<file path="src/rtl/vfd_ramp_ctrl.sv">
// Soft-start/soft-stop sequencer: ramps the VFD frequency word at ms-paced rates, latches estop faults.
// Latency: all outputs registered, one clk_sys after the qualifying input; no backpressure (level inputs).
module vfd_ramp_ctrl #(
  parameter int FW      = 10,
  parameter int ACC_MS  = 4,
  parameter int DEC_MS  = 8,
  parameter int F_START = 5,
  parameter int F_MAX   = 1000
) (
  input  logic          clk_sys,
  input  logic          rst,
  input  logic          pluse_ms,
  input  logic          run_req,
  input  logic          estop,
  input  logic [FW-1:0] freq_tgt,
  output logic [FW-1:0] freq_out,
  output logic          drv_en,
  output logic          at_speed,
  output logic          fault,
  output logic [2:0]    state
);

  typedef enum logic [2:0] {
    S_IDLE  = 3'd0,
    S_ACCEL = 3'd1,
    S_RUN   = 3'd2,
    S_DECEL = 3'd3,
    S_FAULT = 3'd4
  } state_t;

  localparam logic [FW-1:0] FSTART_W = FW'(F_START);
  localparam logic [FW-1:0] FMAX_W   = FW'(F_MAX);
  localparam logic [FW-1:0] FONE     = FW'(1);
  localparam logic [7:0]    ACC_LIM  = 8'(ACC_MS - 1);
  localparam logic [7:0]    DEC_LIM  = 8'(DEC_MS - 1);

  state_t        st_q, st_d;
  logic [FW-1:0] freq_q, freq_d;
  logic          drv_q, drv_d;
  logic [7:0]    cnt_q, cnt_d;
  logic [FW-1:0] tgt_c, tgt_e;
  logic          step_due;

  // A target below F_START cannot be held with the drive enabled, so it reads as "stop".
  assign tgt_c = (freq_tgt > FMAX_W) ? FMAX_W : freq_tgt;
  assign tgt_e = (run_req && (tgt_c >= FSTART_W)) ? tgt_c : '0;

  always_comb begin
    step_due = 1'b0;
    if (pluse_ms) begin
      case (st_q)
        S_ACCEL: step_due = (cnt_q == ACC_LIM);
        S_DECEL: step_due = (cnt_q == DEC_LIM);
        default: step_due = 1'b0;
      endcase
    end
  end

  always_ff @(posedge clk_sys or posedge rst) begin
    if (rst) begin
      st_q     <= S_IDLE;
      freq_q   <= '0;
      drv_q    <= 1'b0;
      cnt_q    <= '0;
      at_speed <= 1'b0;
      fault    <= 1'b0;
    end else begin
      st_q     <= st_d;
      freq_q   <= freq_d;
      drv_q    <= drv_d;
      cnt_q    <= cnt_d;
      at_speed <= (st_d == S_RUN);
      fault    <= (st_d == S_FAULT);
    end
  end

  always_comb begin
    st_d = st_q;
    if (estop) begin
      st_d = S_FAULT;
    end else begin
      case (st_q)
        S_IDLE:  if (tgt_e != '0) st_d = S_ACCEL;
        S_ACCEL: begin
          if (freq_q == tgt_e)     st_d = S_RUN;
          else if (tgt_e < freq_q) st_d = S_DECEL;
        end
        S_RUN: begin
          if (tgt_e > freq_q)      st_d = S_ACCEL;
          else if (tgt_e < freq_q) st_d = S_DECEL;
        end
        S_DECEL: begin
          if ((tgt_e != '0) && (freq_q == tgt_e)) st_d = S_RUN;
          else if (tgt_e > freq_q)                st_d = S_ACCEL;
          else if (step_due && (freq_q <= FSTART_W) && (tgt_e == '0)) st_d = S_IDLE;
        end
        S_FAULT: if (!run_req) st_d = S_IDLE;
        default: st_d = S_IDLE;
      endcase
    end
  end

  // A state change swallows any coincident step and restarts the ms prescaler.
  always_comb begin
    freq_d = freq_q;
    drv_d  = drv_q;
    cnt_d  = cnt_q;
    if (st_d != st_q) begin
      cnt_d = '0;
      case (st_d)
        S_IDLE, S_FAULT: begin
          freq_d = '0;
          drv_d  = 1'b0;
        end
        S_ACCEL: begin
          if (st_q == S_IDLE) begin
            freq_d = FSTART_W;
            drv_d  = 1'b1;
          end
        end
        default: ;
      endcase
    end else if ((st_q == S_ACCEL) || (st_q == S_DECEL)) begin
      if (step_due) begin
        cnt_d  = '0;
        freq_d = (st_q == S_ACCEL) ? (freq_q + FONE) : (freq_q - FONE);
      end else if (pluse_ms) begin
        cnt_d = cnt_q + 8'd1;
      end
    end
  end

  assign freq_out = freq_q;
  assign drv_en   = drv_q;
  assign state    = st_q;

endmodule

</file>
<file path="config.mk">
export PLATFORM = sky130hd
export DESIGN_NAME = vfd_ramp_ctrl
export DESIGN_NICKNAME = d
export VERILOG_FILES = /design/src/rtl/vfd_ramp_ctrl.sv
export SDC_FILE = /design/constraint.sdc
export NUM_CORES = 1
export LEC_CHECK = 0
export CORE_AREA = 2 2 72 74
export DETAILED_ROUTE_END_ITERATION = 10
export DIE_AREA = 0 0 74 76
export HOLD_SLACK_MARGIN = 0.06
export PLACE_DENSITY = 0.77
export SLEW_MARGIN = 20
export SYNTH_ARGS = -nofsm -noshare
export SYNTH_HDL_FRONTEND = slang
export SYNTH_SLANG_ARGS = --single-unit
</file>
<file path="constraint.sdc">
create_clock -name clk_sys -period 3.5 [get_ports clk_sys]
set_clock_uncertainty 0.15 [all_clocks]
set_input_delay 1.05 -clock clk_sys [delete_from_list [all_inputs] [get_ports clk_sys]]
set_output_delay 1.05 -clock clk_sys [all_outputs]
set_load 0.02 [all_outputs]
</file>
==> results of run 1 <==
sequential cells by signal, summed over array words and instances (netlist names):
register,count
drv_en,1
state,3
at_speed,1
fault,1
cnt_q,8
freq_out,10
power groups by stage:
stage	registers [mW]	clock network, mW	logic (mW)
floorplan	0.320	0	0.241
global route	0.306	0.259	0.528
detailed placement	0.309	0	0.386
global placement	0.310	0	0.378
finish	0.303	0.243	0.490
CTS	0.304	0.247	0.425
metal layers:
layer  part of all wire (%)  vias to the layer above  wire length, um
li1                       -                     1097                -
met1                     39                     1072             2673
met2                     51                      111             3513
met3                    5.9                       24              401
met4                    3.5                        0              238
met5                      0                        -                0
what timing repair did:
action                                  CTS  global route
setup buffers                             9             3
gates resized for setup                  68            45
pin swaps                                32            30
endpoints found under the setup margin   21            21
cell families after synthesis:
| logic type | after synthesis |
|---|---|
| buffers and inverters | 27 |
| flip-flops | 24 |
| AND/OR/NAND/NOR | 102 |
| XOR/XNOR | 13 |
| adder cells (fa/ha/maj) | 20 |
| multiplexers | 1 |
| AO/OA/AOI/OAI | 71 |
layout by cell type (no fill, tap or decap), drive strengths merged, types with 5 or more instances in the layout:
master         instances
and2                   9
nand2                 14
a22o                   8
buf                   54
nor3                   9
nand4                  8
xor2                   8
or3                    5
clkdlybuf4s50         19
xnor2                  5
nand3                  8
a21oi                 18
o21ai                 16
inv                   21
ha                    19
dfrtp                 24
nor4                   5
nor2                  30
worst max-delay path by stage:
stage	endpoint	slack, ns	cells past startpoint
5_1_grt	freq_out[2]$_DFFE_PP0P_	-0.58	15
2_1_floorplan	freq_out[3]$_DFFE_PP0P_	-0.41	13
3_3_place_gp	freq_out[7]$_DFFE_PP0P_	-0.98	14
6_report	freq_out[9]$_DFFE_PP0P_	-0.48	15
4_1_cts	freq_out[2]$_DFFE_PP0P_	-0.37	15
3_5_place_dp	freq_out[2]$_DFFE_PP0P_	-1.08	14
worst max-delay path, stage by stage:
cell and delay [ns]:
buf_8 0.10, nor4_4 0.29, a31o_4 0.22, a21oi_4 0.04, and2_4 0.15, ha_4 0.22
nand4_1 0.19, nor3_4 0.08, or4bb_1 0.51, a22o_1 0.24, a2bb2oi_4 0.22, buf_6 0.12
o22a_1 0.18, mux2i_1 0.24, o21ai_1 0.10
per-stage QoR:
| step | power (mW) | setup slack [ns] | setup TNS, ns | cells | hold WS (ns) |
|---|---|---|---|---|---|
| 6_report | 1.037 | -0.4758 | -7.439 | 401 | 0.3697 |
| 2_1_floorplan | 0.5610 | -0.4129 | -4.846 | 258 | 0.3711 |
| 5_1_grt | 1.092 | -0.5847 | -9.664 | 401 | 0.4012 |
| 3_3_place_gp | 0.6876 | -0.9828 | -18.29 | 386 | 0.3683 |
| 4_1_cts | 0.9754 | -0.3658 | -4.578 | 399 | 0.3806 |
| 3_5_place_dp | 0.6952 | -1.079 | -19.86 | 386 | 0.3653 |
area by class of cell:
cell class | count | area [sq um] | area share (%)
Tap cell | 70 | 87.58 | 2.705
Sequential cell | 24 | 600.6 | 18.55
Multi-Input combinational cell | 207 | 1743 | 53.83
Timing Repair Buffer | 75 | 656.9 | 20.29
Clock buffer | 3 | 41.29 | 1.275
Clock inverter | 1 | 30.03 | 0.9274
Inverter | 21 | 78.83 | 2.434
==> out/summary.txt, run 1 <==
Row Count -> 26
RSZ-0062 raised after global routing -> true
area share of and/or/nand/nor cells after synthesis -> 25.57%
TritonCTS clock tree -> yes
Initial Util -> 43.73%
final hold viol count -> 0
worst slew pin tran -> 0.9040 ns
met3 Usage GRT -> 4.497%
Critical Path Sink Type -> flip-flop
combinational share of power -> 47.2%
Final Critical Period -> 3.976 ns
R2R setup slack -> 0.05 ns
GRT Overall Usage -> 22.11%
Tcrit/Tclk final -> 113.6%
Total Die Area -> 0.005624 sq mm
Crit Path Category -> in -> reg
most frequent cell after synthesis -> nor2_1
Post-CTS Hold Buffers -> 0
Final #Nets -> 367
Sink Count -> 24
H-Tree Depth -> 1
largest net degree at the start of global routing -> 25
crit path DAT -> 3.97 ns
number of remaining DRC errors -> 0
Psw -> 0.3625 mW
via count -> 2304
clk root buf -> clkbuf_8
R2R Path Start -> state[0]$_DFF_PP0_
Net Count, Synth -> 293
GR Layer Usage met1 -> 28.50%
# fillers -> 383
# setup viols final -> 20
Flop pwr share -> 29.3%
Yosys top cell by area -> dfrtp_1
ANT nets after route -> 0
vias in the first global route -> 2208
Setup crit start kind -> input port
Post-Synth Adder-Cell Area -> 12.00%
# port buffers -> 30
Seq/Total Area, Yosys -> 27.96%
Worst Hold Path EP -> drv_en$_DFFE_PP0P_
Core Area -> 0.004912 sq mm
Worst Path Max Fanout -> 4
Mapped Cells -> 258
Sw Share -> 34.97%
Final Core Density -> 65.92%
GRT met2 Usage -> 36.52%
combinational family with the most area after synthesis -> simple AND/OR/NAND/NOR gates
I/O pin total -> 31
placed instance area -> 0.002824 sq mm
Setup crit start -> freq_tgt[3]
outcome -> finished with violations
Power Dens Cells -> 320.1 mW/mm^2
Layout area overhead -> 50.73%
post-route cell area -> 0.003238 sq mm
first-pass GRT wire length -> 10.05 mm
share of cells above drive strength 1 -> 33.23%
EDFF count, synth -> 0
total grt overflow -> 0
setup ws final -> -0.4758 ns
multiplexer area fraction after synthesis -> 0.4659%
Worst-path clk slew -> 0.08 ns
top post-synthesis cells by area -> dfrtp_1 28%, ha_1 11%, nor2_1 5.2%
vias per inst -> 5.746
Max Cap Viol -> 0
Most Crowded Layer GR -> met2
slew margin rel. -> 39.67%
latest clock arrival within the worst-skew pair -> 0.27 ns
Final Max Tran Viols -> 0
routed wire length -> 6.826 mm
synthesized area -> 0.002148 sq mm
die span in x -> 74 um
#FFs+latches synth -> 24
area share of the largest cell type after synthesis -> 27.96%
clock network fraction of total power -> 23.5%
r2r endpoint -> freq_out[9]$_DFFE_PP0P_
Synth Area in XOR/XNOR -> 5.300%
violated checks -> setup timing
Hold Path Class -> reg -> reg
highest clock rate -> 0.2515 GHz
Async SR Flop Fraction -> 100.0%
Syn Area/Cell -> 8.327 sq um
ant diodes -> 0
dpl hpwl -> 4.363 mm
Synth Flop Type -> dfrtp_1
WHS Path Cells -> 2
DR pass1 iterations -> 5
Synth top cells by count -> 30 x nor2_1, 24 x dfrtp_1, 20 x inv_1
Worst Path Required -> 3.50 ns
Synth warnings -> 0
DR iter-0 viols -> 208
P_int -> 0.6741 mW
WL/cell -> 17.02 um
P_leak -> 1.374 nW
Cell variety after synth -> 55
Die Height -> 76 um
Synth Area in Compound Gates -> 23.41%
total CTS buffers -> 3
antenna violations before repair -> 0
worst-case reg-to-reg path depth -> 12
worst vdd ir -> 0.0002088 V
worst hold path startpoint -> drv_en$_DFFE_PP0P_
RePlAce Congestion -> 0.8431
Clock Path Buffers -> 2
Power figures use the tool's default switching activity.
==> run 2: changes to the inputs <==
CORE_AREA = 2 2 67 69   (was 2 2 72 74)
DIE_AREA = 0 0 69 71   (was 0 0 74 76)
PLACE_DENSITY = 0.86   (was 0.77)
==> run 2 against run 1 <==
Wire length increased by 16%. Global-route usage grew 6.9 points. Cell area fell by 0.73%. Highest routed layer unchanged. Clock power rose by 4%. The flow still finishes with violations (setup timing).
==> out/summary.txt, run 2 (synthesis gave the netlist of run 1 again) <==
outcome -> finished with violations
violated checks -> setup timing
Row Count -> 24 (-7.7%)
DR iter-0 viols -> 305 (+47%)
# port buffers -> 30 (unchanged)
Final #Nets -> 367 (unchanged)
WL/cell -> 20.71 um (+22%)
Final Max Tran Viols -> 0 (unchanged)
post-route cell area -> 0.003214 sq mm (-0.73%)
first-pass GRT wire length -> 11.30 mm (+13%)
Final Critical Period -> 4.052 ns (+0.07598 ns)
vias per inst -> 6.496 (+13%)
slew margin rel. -> 38.52% (-1.1 points)
P_leak -> 1.366 nW (-0.54%)
worst-case reg-to-reg path depth -> 12 (unchanged)
vias in the first global route -> 2338 (+5.9%)
Max Cap Viol -> 0 (unchanged)
Worst Path Max Fanout -> 8 (+4)
worst vdd ir -> 0.0002188 V (+4.8%)
Clock Path Buffers -> 2 (unchanged)
largest net degree at the start of global routing -> 25 (unchanged)
final hold viol count -> 0 (unchanged)
dpl hpwl -> 4.558 mm (+4.5%)
total CTS buffers -> 3 (unchanged)
commonest cells after routing, fill and taps aside -> 37 x buf_4, 24 x dfrtp_1, 20 x inv_1
Setup crit start kind -> input port
GRT Overall Usage -> 28.98% (+6.9 points)
Power Dens Cells -> 332.8 mW/mm^2 (+4.0%)
# setup viols final -> 21 (+5.0%)
setup ws final -> -0.5518 ns (-0.07598 ns)
met3 WL -> 695 um (+73%)
Core Area -> 0.004204 sq mm (-14%)
Initial Util -> 51.10% (+7.4 points)
crit path DAT -> 4.09 ns (+0.12 ns)
I/O pin total -> 31 (unchanged)
WHS Path Cells -> 2 (unchanged)
highest clock rate -> 0.2468 GHz (-1.9%)
Metal-1 WL -> 2.801 mm (+4.8%)
Max Used Layer -> met4
Hold Path Class -> reg -> reg
RePlAce Congestion -> 0.9341 (+11%)
final setup TNS -> -7.974 ns (-0.5345 ns)
Inst Count DP -> 372 (-3.6%)
non-filler cells, final -> 383 (-4.5%)
antenna violations before repair -> 0 (unchanged)
# fillers -> 280 (-27%)
Total Die Area -> 0.004899 sq mm (-13%)
clk root buf -> clkbuf_8
area of the multi-input gates -> 0.001757 sq mm (+0.79%)
Worst-path clk slew -> 0.09 ns (about the same)
register area -> 600.6 sq um (unchanged)
share of cells above drive strength 1 -> 34.44% (+1.2 points)
ant diodes -> 0 (unchanged)
max reg flops -> 10 (unchanged)
TritonCTS clock tree -> yes
commonest non-fill, non-tap cell in the layout -> buf_4
die span in x -> 69 um (-6.8%)
final total power -> 1.070 mW (+3.2%)
number of remaining DRC errors -> 0 (unchanged)
Post-CTS Hold Buffers -> 0 (unchanged)
Crit Path Category -> in -> reg
via count -> 2488 (+8.0%)
Die Height -> 71 um (-6.6%)
Layout area overhead -> 49.62%
Sink Count -> 24 (unchanged)
Tcrit/Tclk final -> 115.8% (+2.2 points)
Worst Path Required -> 3.54 ns (+0.04 ns)
total grt overflow -> 0 (unchanged)
H-Tree Depth -> 1 (unchanged)
DR pass1 iterations -> 5 (unchanged)
placed instance area -> 0.002819 sq mm (-0.18%)
latest clock arrival within the worst-skew pair -> 0.28 ns (about the same)
Final Core Density -> 76.46% (+11 points)
ANT nets after route -> 0 (unchanged)
Critical Path Sink Type -> flip-flop
worst slew pin tran -> 0.9211 ns (+0.01716 ns)
RSZ-0062 raised after global routing -> true
met2 wire len -> 4.006 mm (+14%)
routed wire length -> 7.931 mm (+16%)
==> run 2: changes by cell type in the layout (fill, tap and decap cells not counted), sizes merged <==
cell / previous run / this run
clkbuf: 4 / 5
clkdlybuf4s15: 1 / 0
==> run 2: worst paths after layout <==
path	end	slack [ns]	from
setup / recovery	freq_out[2]$_DFFE_PP0P_	-0.55	freq_tgt[3]
hold / removal	drv_en$_DFFE_PP0P_	0.39	drv_en$_DFFE_PP0P_
setup reg to reg	freq_out[9]$_DFFE_PP0P_	0.01	state[0]$_DFF_PP0_
hold reg to reg	drv_en$_DFFE_PP0P_	0.39	drv_en$_DFFE_PP0P_
max in group asynchronous	cnt_q[4]$_DFFE_PP0P_	1.52	rst
min in group asynchronous	freq_out[5]$_DFFE_PP0P_	1.12	rst
==> run 2: power breakdown <==
group          leakage (nW)  internal [mW]  switching, mW
clock network        0.0357          0.153         0.0999
logic                  1.00          0.239          0.273
registers             0.326          0.289         0.0155
==> run 2: what timing repair did <==
item | in CTS | in global routing
gates resized for setup | 87 | 30
setup endpoints to repair | 21 | 21
pin swaps | 35 | 25
buffers inserted | 7 | 1
hold endpoints to repair | 0 | 0
==> run 2: critical path, stage by stage <==
cell      delay [ns]
buf_8           0.10
nor4_4          0.25
a31o_2          0.24
a21oi_4         0.06
and2_4          0.16
ha_4            0.27
nand4_1         0.22
nor3_4          0.34
nand2b_4        0.19
o221a_4         0.24
nor4_4          0.07
or3_4           0.37
a22o_4          0.27
a221oi_2        0.26
==> run 2: final cells by class <==
cell class,count,area share (%)
Sequential cell,24,18.68
Inverter,21,2.452
Multi-Input combinational cell,207,54.65
Timing Repair Buffer,75,19.97
Tap cell,52,2.024
Clock inverter,1,0.9342
Clock buffer,3,1.285
==> run 2: layer usage <==
layer,vias to the layer above,GRT usage (%)
met1,1168,33.69
met5,-,0
met3,47,4.558
li1,1090,-
met2,183,51.82
met4,0,14.60
==> run 2: metrics by stage <==
| stage | worst slack [ns] | hold WS [ns] |
|---|---|---|
| final | -0.5518 | 0.3870 |
| after CTS | -0.3825 | 0.3749 |
| after global routing | -0.6969 | 0.4245 |
| after floorplan | -0.4129 | 0.3711 |
| after detailed placement | -1.098 | 0.3707 |
| after global placement | -1.038 | 0.3656 |
